File: src/rtl/eth_helper_pkg.sv
// Shared types and constants for the Ethernet stream arbiter: FSM state,
// AXI tap source indices and a reference round-robin pick for the 5-tap case.
package eth_helper_pkg;

  typedef enum logic {IDLE = 1'b0, LOCK = 1'b1} state_e;

  localparam int unsigned NUM_SRC = 5;
  localparam logic [2:0] SRC_AW = 3'd0;
  localparam logic [2:0] SRC_W  = 3'd1;
  localparam logic [2:0] SRC_B  = 3'd2;
  localparam logic [2:0] SRC_AR = 3'd3;
  localparam logic [2:0] SRC_R  = 3'd4;

  // First set bit of req searching ptr+1, ptr+2, ... wrapping at NUM_SRC.
  function automatic logic [2:0] rr_pick(input logic [NUM_SRC-1:0] req,
                                         input logic [2:0]         ptr);
    logic [2:0] idx;
    logic       found;
    int         j;
    idx   = ptr;
    found = 1'b0;
    for (int k = 1; k <= int'(NUM_SRC); k++) begin
      j = (int'(ptr) + k) % int'(NUM_SRC);
      if (!found && req[j]) begin
        found = 1'b1;
        idx   = 3'(j);
      end
    end
    return idx;
  endfunction

endpackage

File: src/rtl/rr_priority_pick.sv
// Combinational round-robin search: first set request after ptr, wrapping.
module rr_priority_pick #(
  parameter int unsigned NUM_REQ   = 5,
  parameter int unsigned SRC_WIDTH = 3
) (
  input  logic [NUM_REQ-1:0]   req,
  input  logic [SRC_WIDTH-1:0] ptr,
  output logic [SRC_WIDTH-1:0] idx,
  output logic                 found
);

  int j;

  always_comb begin
    idx   = '0;
    found = 1'b0;
    j     = 0;
    for (int k = 1; k <= int'(NUM_REQ); k++) begin
      j = (int'(ptr) + k) % int'(NUM_REQ);
      if (!found && req[j]) begin
        found = 1'b1;
        idx   = SRC_WIDTH'(j);
      end
    end
  end

endmodule

File: src/rtl/eth_stream_arbiter.sv
// Round-robin packet arbiter merging the AXI tap streams onto one registered
// output beat, locking a grant for a whole packet with a stall watchdog.
module eth_stream_arbiter
  import eth_helper_pkg::*;
#(
  parameter int unsigned NUM_REQ        = 5,
  parameter int unsigned DATA_WIDTH     = 128,
  parameter int unsigned TIMEOUT_CYCLES = 64,
  localparam int unsigned SRC_WIDTH     = (NUM_REQ > 1) ? $clog2(NUM_REQ) : 1
) (
  input  logic                          clk,
  input  logic                          resetn,
  input  logic [NUM_REQ-1:0]            req_valid,
  input  logic [NUM_REQ-1:0]            req_in_progress,
  input  logic [NUM_REQ*DATA_WIDTH-1:0] req_data,
  output logic [NUM_REQ-1:0]            req_ready,
  output logic                          m_valid,
  output logic [DATA_WIDTH-1:0]         m_data,
  output logic [SRC_WIDTH-1:0]          m_src,
  output logic                          m_last,
  input  logic                          m_ready,
  output logic                          busy,
  output logic                          err_timeout,
  input  logic                          err_clear
);

  localparam int unsigned WD_W = (TIMEOUT_CYCLES > 0) ? $clog2(TIMEOUT_CYCLES + 1) : 1;

  state_e                state_q, state_d;
  logic [SRC_WIDTH-1:0]  grant_q, grant_d;
  logic [SRC_WIDTH-1:0]  rr_ptr_q, rr_ptr_d;
  logic                  m_valid_q, m_valid_d;
  logic [DATA_WIDTH-1:0] m_data_q, m_data_d;
  logic [SRC_WIDTH-1:0]  m_src_q, m_src_d;
  logic                  m_last_q, m_last_d;
  logic                  err_q, err_d;
  logic [WD_W-1:0]       wdog_q, wdog_d;

  logic [SRC_WIDTH-1:0]  pick_idx;
  logic                  pick_found;
  logic                  g_valid, g_ip, out_room, stall, xfer;
  int                    sel_lo;

  rr_priority_pick #(
    .NUM_REQ   (NUM_REQ),
    .SRC_WIDTH (SRC_WIDTH)
  ) u_pick (
    .req   (req_valid),
    .ptr   (rr_ptr_q),
    .idx   (pick_idx),
    .found (pick_found)
  );

  always_comb begin
    state_d   = state_q;
    grant_d   = grant_q;
    rr_ptr_d  = rr_ptr_q;
    m_valid_d = m_valid_q;
    m_data_d  = m_data_q;
    m_src_d   = m_src_q;
    m_last_d  = m_last_q;
    err_d     = err_q;
    wdog_d    = wdog_q;
    req_ready = '0;

    sel_lo   = int'(grant_q) * int'(DATA_WIDTH);
    g_valid  = req_valid[grant_q];
    g_ip     = req_in_progress[grant_q];
    out_room = !m_valid_q || m_ready;
    stall    = m_valid_q && !m_ready;
    xfer     = (state_q == LOCK) && g_valid && out_room;

    if (m_valid_q && m_ready) m_valid_d = 1'b0;
    if (err_clear) err_d = 1'b0;

    case (state_q)
      IDLE: begin
        wdog_d = '0;
        if (pick_found) begin
          grant_d = pick_idx;
          state_d = LOCK;
        end
      end
      LOCK: begin
        req_ready[grant_q] = out_room;
        if (xfer) begin
          m_valid_d = 1'b1;
          m_data_d  = req_data[sel_lo +: DATA_WIDTH];
          m_src_d   = grant_q;
          m_last_d  = !g_ip;
          wdog_d    = '0;
          if (!g_ip) begin
            state_d  = IDLE;
            rr_ptr_d = grant_q;
          end
        end else if (!g_valid && !g_ip) begin
          // Tap withdrew before finishing: release without inventing a last beat.
          state_d  = IDLE;
          rr_ptr_d = grant_q;
          wdog_d   = '0;
        end else if (TIMEOUT_CYCLES != 0 && wdog_q == WD_W'(TIMEOUT_CYCLES)) begin
          err_d    = 1'b1;
          state_d  = IDLE;
          rr_ptr_d = grant_q;
          wdog_d   = '0;
        end else if (TIMEOUT_CYCLES != 0 && !stall) begin
          wdog_d = wdog_q + 1'b1;
        end
      end
      default: state_d = IDLE;
    endcase
  end

  always_ff @(posedge clk or negedge resetn) begin
    if (!resetn) begin
      state_q   <= IDLE;
      grant_q   <= '0;
      rr_ptr_q  <= SRC_WIDTH'(NUM_REQ - 1);
      m_valid_q <= 1'b0;
      m_data_q  <= '0;
      m_src_q   <= '0;
      m_last_q  <= 1'b0;
      err_q     <= 1'b0;
      wdog_q    <= '0;
    end else begin
      state_q   <= state_d;
      grant_q   <= grant_d;
      rr_ptr_q  <= rr_ptr_d;
      m_valid_q <= m_valid_d;
      m_data_q  <= m_data_d;
      m_src_q   <= m_src_d;
      m_last_q  <= m_last_d;
      err_q     <= err_d;
      wdog_q    <= wdog_d;
    end
  end

  assign m_valid     = m_valid_q;
  assign m_data      = m_data_q;
  assign m_src       = m_src_q;
  assign m_last      = m_last_q;
  assign busy        = (state_q == LOCK);
  assign err_timeout = err_q;

endmodule
File: config.mk
export PLATFORM = sky130hd
export DESIGN_NAME = eth_stream_arbiter
export DESIGN_NICKNAME = d
export VERILOG_FILES = /design/src/rtl/eth_helper_pkg.sv /design/src/rtl/rr_priority_pick.sv /design/src/rtl/eth_stream_arbiter.sv
export SDC_FILE = /design/constraint.sdc
export NUM_CORES = 1
export LEC_CHECK = 0
export CORE_AREA = 2 2 312 314
export CTS_CLUSTER_DIAMETER = 80
export DETAILED_ROUTE_END_ITERATION = 16
export DIE_AREA = 0 0 314 316
export SYNTH_ARGS = -nofsm -noshare
export SYNTH_HDL_FRONTEND = slang
export SYNTH_SLANG_ARGS = --single-unit
File: constraint.sdc
create_clock -name clk -period 7.2 [get_ports clk]
set_clock_uncertainty 0.1 [all_clocks]
set_input_delay 1.44 -clock clk [delete_from_list [all_inputs] [get_ports clk]]
set_output_delay 1.44 -clock clk [all_outputs]
set_load 0.05 [all_outputs]
[Yosys cells after proc, flatten, opt, wreduce, memory -nomap -nowiden]
Cells that the tools add are included.
Word-level totals
  bits in registers: 148
  input port bits: 654
  output and inout port bits: 140
  logic and storage cells: 111
Operators by class
  $add $sub $neg: 6
  div/mod/pow operators: 5
  magnitude comparators: 7
  eq/ne operators: 3
  shift operators: 1
  mux-type cells: 55
  bitwise gates (word level): 2
  reductions and logical operators: 23
Operators by type and width (number)
  $shiftx A640 B11 Y128: 1
  $lt A32 B5 Y1 const B: 5
  $mod A32 B4 Y32 const B: 5
  $mux W1: 31
  $mux W7: 4
  $mux W3: 9
  $bmux W1 S3: 7
  $pmux W7 S2: 1
  $logic_and A1 B1 Y1: 10
  $add A3 B2 Y4 const B: 2
  $add A3 B3 Y4 const B: 2
  $logic_not A1 Y1: 8
  $add A7 B1 Y7 const B: 1
  $eq A7 B7 Y1 const B: 1
  $and A5 B5 Y5: 1
  $mux W5: 1
  $ne A5 B2 Y1 const B: 1
  $add A3 B1 Y4 const B: 1
  $lt A3 B4 Y1 const B: 1
  $reduce_and A2 Y1: 2
  $demux W1 S3: 1
  $ge A3 B1 Y1 const B: 1
  $reduce_and A3 Y1: 1
  $reduce_bool A3 Y1: 1
  4 further kinds: 4

[Depth between registers and ports, before layout]
Gate-level depths: netlist (run 1).
  depth after elaboration: 20
  gate-level depth with buffers: 20
  gate-level depth less buffers: 17

[Hierarchy]
Synthesis (run 1) repeated with hierarchy kept, for this count alone.
Second synthesis, totals
  cell total of the unflattened synthesis: 1271
  area, all modules: 12139.1 um^2
Modules (own cells, without submodules)
  eth_stream_arbiter: instances 1, cells an instance 1041, area an instance 10440.0 um^2, sequential area each 3704.8 um^2
  rr_priority_pick: instances 1, cells an instance 230, area an instance 1699.1 um^2, sequential area each 0.0 um^2

[Worst setup path after synthesis (run 1)]
OpenSTA, ideal clock, no wires.
  path type: input to output
  start: input port m_ready
  end: output port req_ready[0]
  arrival time: 3.468 ns
  required time: 5.660 ns
  setup slack: 2.192 ns
  stages on the path: 4
  path buffers: 1
  path through: nand2b_1 -> clkbuf_1 -> nand2_1 -> nor4_1
Between the ends
  word-level cells in the longest chain between the ends: 3
RTL lines
  start: declaration: line eth_stream_arbiter.sv:21  | input logic m_ready,
  $logic_or A1 B1 Y1: line eth_stream_arbiter.sv:69  | out_room = !m_valid_q || m_ready;
  $and A5 B5 Y5 (no source line)
  $mux W5: line eth_stream_arbiter.sv:76  | case (state_q)
  end: declaration: line eth_stream_arbiter.sv:16  | output logic [NUM_REQ-1:0] req_ready,
No other way between the ends.

[Worst setup path after layout (run 1)]
  start: input port m_ready
  end: output port req_ready[1]
The elaborated chain is that of the path after synthesis.

==> results of run 1 <==
## worst max-delay path, cell delays in order
cell,delay (ps)
clkdlybuf4s50_1,510
nand2b_1,450
nand2_1,230
nor4_1,240
clkdlybuf4s50_1,860
## report_power, final
group | internal (mW) | switching, mW
clock network | 0.564 | 0.454
logic | 2.53 | 3.81
registers | 1.19 | 0.327
## Yosys cell counts (all sizes together), types with 5 or more instances
cell type | instances | area share (%)
nor2 | 19 | 0.65
o21ai | 141 | 6.2
nor2b | 7 | 0.38
xnor2 | 11 | 0.98
clkbuf | 88 | 2.9
nand3 | 14 | 0.62
a211oi | 7 | 0.62
buf | 17 | 0.77
o211ai | 9 | 0.59
nand2b | 8 | 0.44
a21oi | 19 | 0.87
inv | 27 | 0.89
nor3 | 6 | 0.26
a22oi | 129 | 8.5
nand2 | 169 | 5.6
dfrtp | 147 | 32
nor4 | 7 | 0.38
or2 | 5 | 0.30
mux2i | 11 | 0.97
ha | 26 | 2.9
mux2 | 8 | 0.79
xor2 | 5 | 0.55
nand4 | 6 | 0.33
mux4 | 128 | 25
## layout by cell type, fill, tap and decap left out, drive strengths merged, types with 5 or more instances in the layout
master	instances
diode	7
nor2b	7
nand2b	8
nor4	7
a22oi	129
inv	36
ha	26
clkdlybuf4s50	792
clkbuf	19
o21ai	141
nand3	14
a21oi	19
buf	14
or2	5
nor3	6
mux4	128
nand2	169
dfrtp	147
mux2	8
xnor2	11
xor2	5
o211ai	9
nor2	19
nand4	6
mux2i	11
a211oi	7
## sequential cells by signal (all words and copies together), names as in the netlist
| signal | count |
|---|---|
| busy | 1 |
| m_src | 3 |
| err_timeout | 1 |
| wdog_q | 7 |
| m_data | 128 |
| rr_ptr_q | 3 |
| m_valid | 1 |
| m_last | 1 |
| grant_q | 3 |
## kinds of logic (layout without fill, tap and decap cells)
group	count (synthesis)	in the layout	share of synthesized area [%]
flip-flops	148	148	32.5
XOR/XNOR	16	16	1.53
adder cells (fa/ha/maj)	26	26	2.86
buffers and inverters	133	867	4.59
AND/OR/NAND/NOR	256	256	9.94
multiplexers	147	147	27.1
other	0	7	0
AO/OA/AOI/OAI	363	363	21.5
## metrics by stage
step	setup WS (ps)	cell area (µm²)	total power [mW]	hold WS (ps)	util, %
after floorplan	2190	11400	5.75	423	-
after global placement	1930	20700	7.80	360	21.5
after detailed placement	1920	20700	7.87	369	21.5
after CTS	1920	21300	8.95	385	22.2
after global routing	1710	21300	9.48	399	22.2
final	1930	21300	8.86	379	22.2
## final timing paths
check / startpoint / endpoint / slack [ps] / cells after the start
max: m_ready / req_ready[1] / 1930 / 5
min: m_data[41] / m_data[41] / 380 / 2
max reg2reg: rr_ptr_q[0] / grant_q[0] / 2230 / 15
min reg2reg: m_data[41] / m_data[41] / 380 / 2
max in group asynchronous: resetn / m_data[30] / 4680 / 2
min in group asynchronous: resetn / m_data[94] / 900 / 1
## routing by layer
layer  up-vias  global-route usage, %  wire, µm
met4        42                   5.34      2390
met5         -                      0       237
met2       729                   22.9     34100
li1       5693                      -         -
met3       146                   7.57     10500
met1      6196                   18.5     30700
## final cells by class
type,instances,area [µm²]
fill,10400,74700
timing repair buffer,807,8080
clock buffer,18,439
sequential,148,3710
inverter,28,110
tap,1276,1600
antenna,7,17.5
clock inverter,14,186
multi-input combinational,808,7180
==> flow_metrics.py, run 1 <==
metrics = {
    "die": {
        "initial_core_util_pct": 11.9,
        "die_h_um": 316,
        "die_x_um": 314,
        "dieArea_mm2": 0.0992,
        "fp-row-count": 114,
        "ioPinCount": 794,
        "core_area_mm2": 0.0960,
    },
    "detailed_routing": {
        "wl_um": 77900,
        "drt_iter0_markers": 1115,
        "ant_nets": 0,
        "drc": 0,
        "wl_per_cell_um": 25.1,
        "post_drt_via_cell_ratio": 4.12,
        "dr_total_vias": 12800,
        "first_pass_iters": 6,
    },
    "status": {
        "outcome": "completed",
    },
    "power": {
        "ir_worst_vdd_uv": 208,
        "cellPowerDensity_mw_per_mm2": 416,
        "leakagePower_nw": 7.86,
    },
    "sta": {
        "timing.final.crit_period_ps": 5270,
        "min_period_over_period_pct": 73.2,
        "fin_tns_setup_ps": 0,
        "setup_viol": 0,
        "hold_viol_final": 0,
        "rsz0062_at_grt": "no",
        "slew_viol_final": 0,
        "worst_pin_slew_ps": 963,
        "maxSlewHeadroom_pct": 35.6,
        "max_freq_mhz": 190,
    },
    "yosys": {
        "avgSynthCellArea_um2": 10.5,
        "synthArstFlopShare_pct": 100,
        "synth_seq_cells": 148,
        "synthesis.area_mm2": 0.0114,
        "synth.distinct_cells": 75,
        "ys_warn_count": 0,
        "synth_nets": 1769,
        "postSynthCellCount": 1089,
        "synth-edff-count": 0,
        "yosysSeqAreaShare_pct": 32.5,
        "synthFlopType": "dfrtp_1",
    },
    "placed_design": {
        "gp_congestion": 0.886,
        "port_buffers": 793,
        "dp_hpwl_um": 66000,
        "dp_cells": 3067,
    },
    "cts": {
        "clk_pin_slew_ps": 70,
        "cts.sinks": 148,
        "cts_made_buffers": 17,
        "cts_setup_buffers": 0,
        "htreeDepth": 4,
        "cts_resized": 0,
        "cts_tree": "yes",
        "clk_latency_ps": 510,
        "clockRootBuffer": "clkbuf_16",
        "cts.hold.buffers_added": 0,
        "cts_buffer_depth": 2,
    },
    "setup_path": {
        "cp.required_ps": 5660,
        "endpoint_kind": "output port",
        "start_kind": "input pin",
        "cp_max_fo": 12,
        "worstSetupPathType": "input pin to output port",
        "cp.arrival_ps": 3730,
    },
    "grt": {
        "grt_usage_pct": 15.1,
        "grt_overflow": 0,
        "grt_pass1_wl_um": 102000,
        "grt_max_degree": 131,
        "antenna_found_initial": 54,
        "grt_pass1_vias": 12700,
    },
    "hold_path": {
        "min_path_type": "register to register",
    },
    "cells_and_area": {
        "fin_cells": 3106,
        "syn_to_final_growth_pct": 87.3,
        "num-nets-final": 2490,
        "drive_above_1_share_pct": 11.4,
    },
    "job": {
        "drv_cap": 0,
    },
}
No activity file was read; power rests on OpenSTA's default activity.
==> run 2, diff against run 1 <==
- CORE_AREA: 2 2 312 314 -> 2 2 311 313
- DIE_AREA: 0 0 314 316 -> 0 0 313 315
- clock period: 7.2 -> 4.6 ns (I/O delays scaled with it)
==> flow_metrics.py, run 2 (same netlist as run 1, synthesis figures left out) <==
metrics = {
    "power": {
        "ir_worst_vdd_uv": 442,
        "p_sw_share_pct": 51.3,
        "power_frac_seq_pct": 15.9,
        "cellPowerDensity_mw_per_mm2": 659,
        "switching_power_mw": 7.28,
        "clockPowerShare_pct": 11.8,
        "leakagePower_nw": 7.97,
        "internal_power_mw": 6.90,
        "comb_power_share_pct": 72.3,
    },
    "cells_and_area": {
        "largest_reg_flops": 128,
        "multi_input_comb_area_mm2": 0.00719,
        "syn_to_final_growth_pct": 89.1,
        "fin_cells": 3128,
        "fillCellCount": 10400,
        "mostFrequentLayoutCells": "clkdlybuf4s50_1 (792), nand2_1 (169), dfrtp_1 (145)",
        "num-nets-final": 2508,
        "final_common_cell": "clkdlybuf4s50_1",
        "drive_above_1_share_pct": 12.2,
        "regArea_mm2": 0.00371,
    },
    "detailed_routing": {
        "dr_total_vias": 12800,
        "post_drt_via_cell_ratio": 4.10,
        "wl_um": 77700,
        "wl_per_cell_um": 24.8,
        "drc": 0,
        "routed-wl-met3_um": 8920,
        "wl_met2_um": 35000,
        "drt_iter0_markers": 862,
        "ant_nets": 0,
        "met1_length_um": 31100,
        "first_pass_iters": 5,
        "top_layer": "met5",
    },
    "setup_path": {
        "r2r_start": "rr_ptr_q[0]",
        "cp.arrival_ps": 4510,
        "slowest_stage": "dfrtp_1",
        "cp.required_ps": 4890,
        "endpoint_kind": "register",
        "cp_max_fo": 11,
        "crit_buf_inv": 2,
        "path_delay_family": "compound AO/OA/AOI/OAI gates",
        "crit_path_start": "rr_ptr_q[0]",
        "max_stage_delay_ps": 580,
        "worstPathCellList": "inv_1, ha_1, xnor2_4, o211ai_1, nand2_1, inv_1, ha_1, a221oi_2, or2_1, o31ai_1, a21o_1, nand2_1, o211a_1, o31a_1, a211o_1",
        "worstSetupPathType": "register to register",
        "start_kind": "register",
    },
    "cts": {
        "clk_latency_ps": 500,
        "cts_buffer_depth": 2,
        "cts_tree": "yes",
        "cts_made_buffers": 17,
        "clockRootBuffer": "clkbuf_16",
        "cts_setup_buffers": 0,
        "cts.sinks": 148,
        "htreeDepth": 4,
        "clk_pin_slew_ps": 80,
    },
    "sta": {
        "hold_slack_ps": 362,
        "fin_tns_setup_ps": 0,
        "worst_pin_slew_ps": 1170,
        "max_freq_mhz": 237,
        "maxSlewHeadroom_pct": 22.1,
        "slew_viol_final": 0,
        "min_period_over_period_pct": 91.8,
        "layout_setup_ws_ps": 377,
        "setup_viol": 0,
        "timing.final.crit_period_ps": 4220,
        "rsz0062_at_grt": "no",
        "hold_viol_final": 0,
    },
    "die": {
        "dieArea_mm2": 0.0986,
        "initial_core_util_pct": 11.9,
        "fp-row-count": 114,
        "core_area_mm2": 0.0957,
        "ioPinCount": 794,
        "die_x_um": 313,
        "die_h_um": 315,
    },
    "placed_design": {
        "dp_cells": 3085,
        "port_buffers": 793,
        "dp_slack_ps": 415,
        "dp_hpwl_um": 65300,
        "gp_congestion": 0.877,
    },
    "grt": {
        "grt_pass1_vias": 12900,
        "grt_max_degree": 129,
        "grt_usage_pct": 15.3,
        "antenna_found_initial": 53,
        "grt_pass1_wl_um": 102000,
        "grt_overflow": 0,
    },
    "job": {
        "drv_cap": 0,
    },
    "hold_path": {
        "min_path_type": "input pin to async pin",
    },
    "status": {
        "outcome": "completed",
    },
}
-- run 2: worst reg2reg max path: stages, from the launching register on --
cell	delay [ps]
dfrtp_1	580
inv_1	110
ha_1	410
xnor2_4	240
o211ai_1	310
nand2_1	130
inv_1	100
ha_1	250
a221oi_2	130
or2_1	300
o31ai_1	270
a21o_1	200
nand2_1	130
o211a_1	260
o31a_1	320
a211o_1	270
-- run 2: power by group through the flow --
stage | Combinational (mW) | Clock (mW) | Sequential [mW]
6_report | 10.3 | 1.67 | 2.25
5_1_grt | 11.0 | 1.80 | 2.33
4_1_cts | 10.3 | 1.76 | 2.26
3_5_place_dp | 10.3 | 0 | 2.28
3_3_place_gp | 10.2 | 0 | 2.26
2_1_floorplan | 5.21 | 0 | 3.79
-- run 2: through the flow --
stage	cell area, µm²	power (mW)	utilization [%]
detailed placement	20900	12.6	21.8
finish	21500	14.2	22.5
CTS	21500	14.3	22.5
floorplan	11400	9.00	-
global route	21500	15.2	22.5
global placement	20900	12.5	21.8
-- run 2: metal layers --
| layer | up-vias | GRT usage (%) |
|---|---|---|
| met4 | 40 | 5.94 |
| met2 | 736 | 23.6 |
| met5 | - | 0 |
| met1 | 6184 | 18.0 |
| li1 | 5722 | - |
| met3 | 145 | 7.59 |
-- run 2: final cells by class --
type | instances | area share (%)
Timing Repair Buffer | 825 | 38.3
Multi-Input combinational cell | 808 | 33.4
Sequential cell | 148 | 17.2
Tap cell | 1276 | 7.41
Clock buffer | 18 | 1.99
Clock inverter | 14 | 0.994
Inverter | 28 | 0.511
Antenna cell | 11 | 0.128
-- run 2: final timing paths --
| path | endpoint | slack (ps) | cells past startpoint |
|---|---|---|---|
| setup / recovery | grant_q[0] | 380 | 15 |
| hold / removal | m_data[97] | 360 | 1 |
| setup reg to reg | grant_q[0] | 380 | 15 |
| hold reg to reg | m_data[96] | 380 | 2 |
| max in group asynchronous | m_data[126] | 3110 | 2 |
| min in group clk | m_data[96] | 380 | 2 |
-- run 2: timing repair --
action	in CTS	in global routing
gates resized for setup	0	1
hold buffers	0	0
setup endpoints to repair	0	1
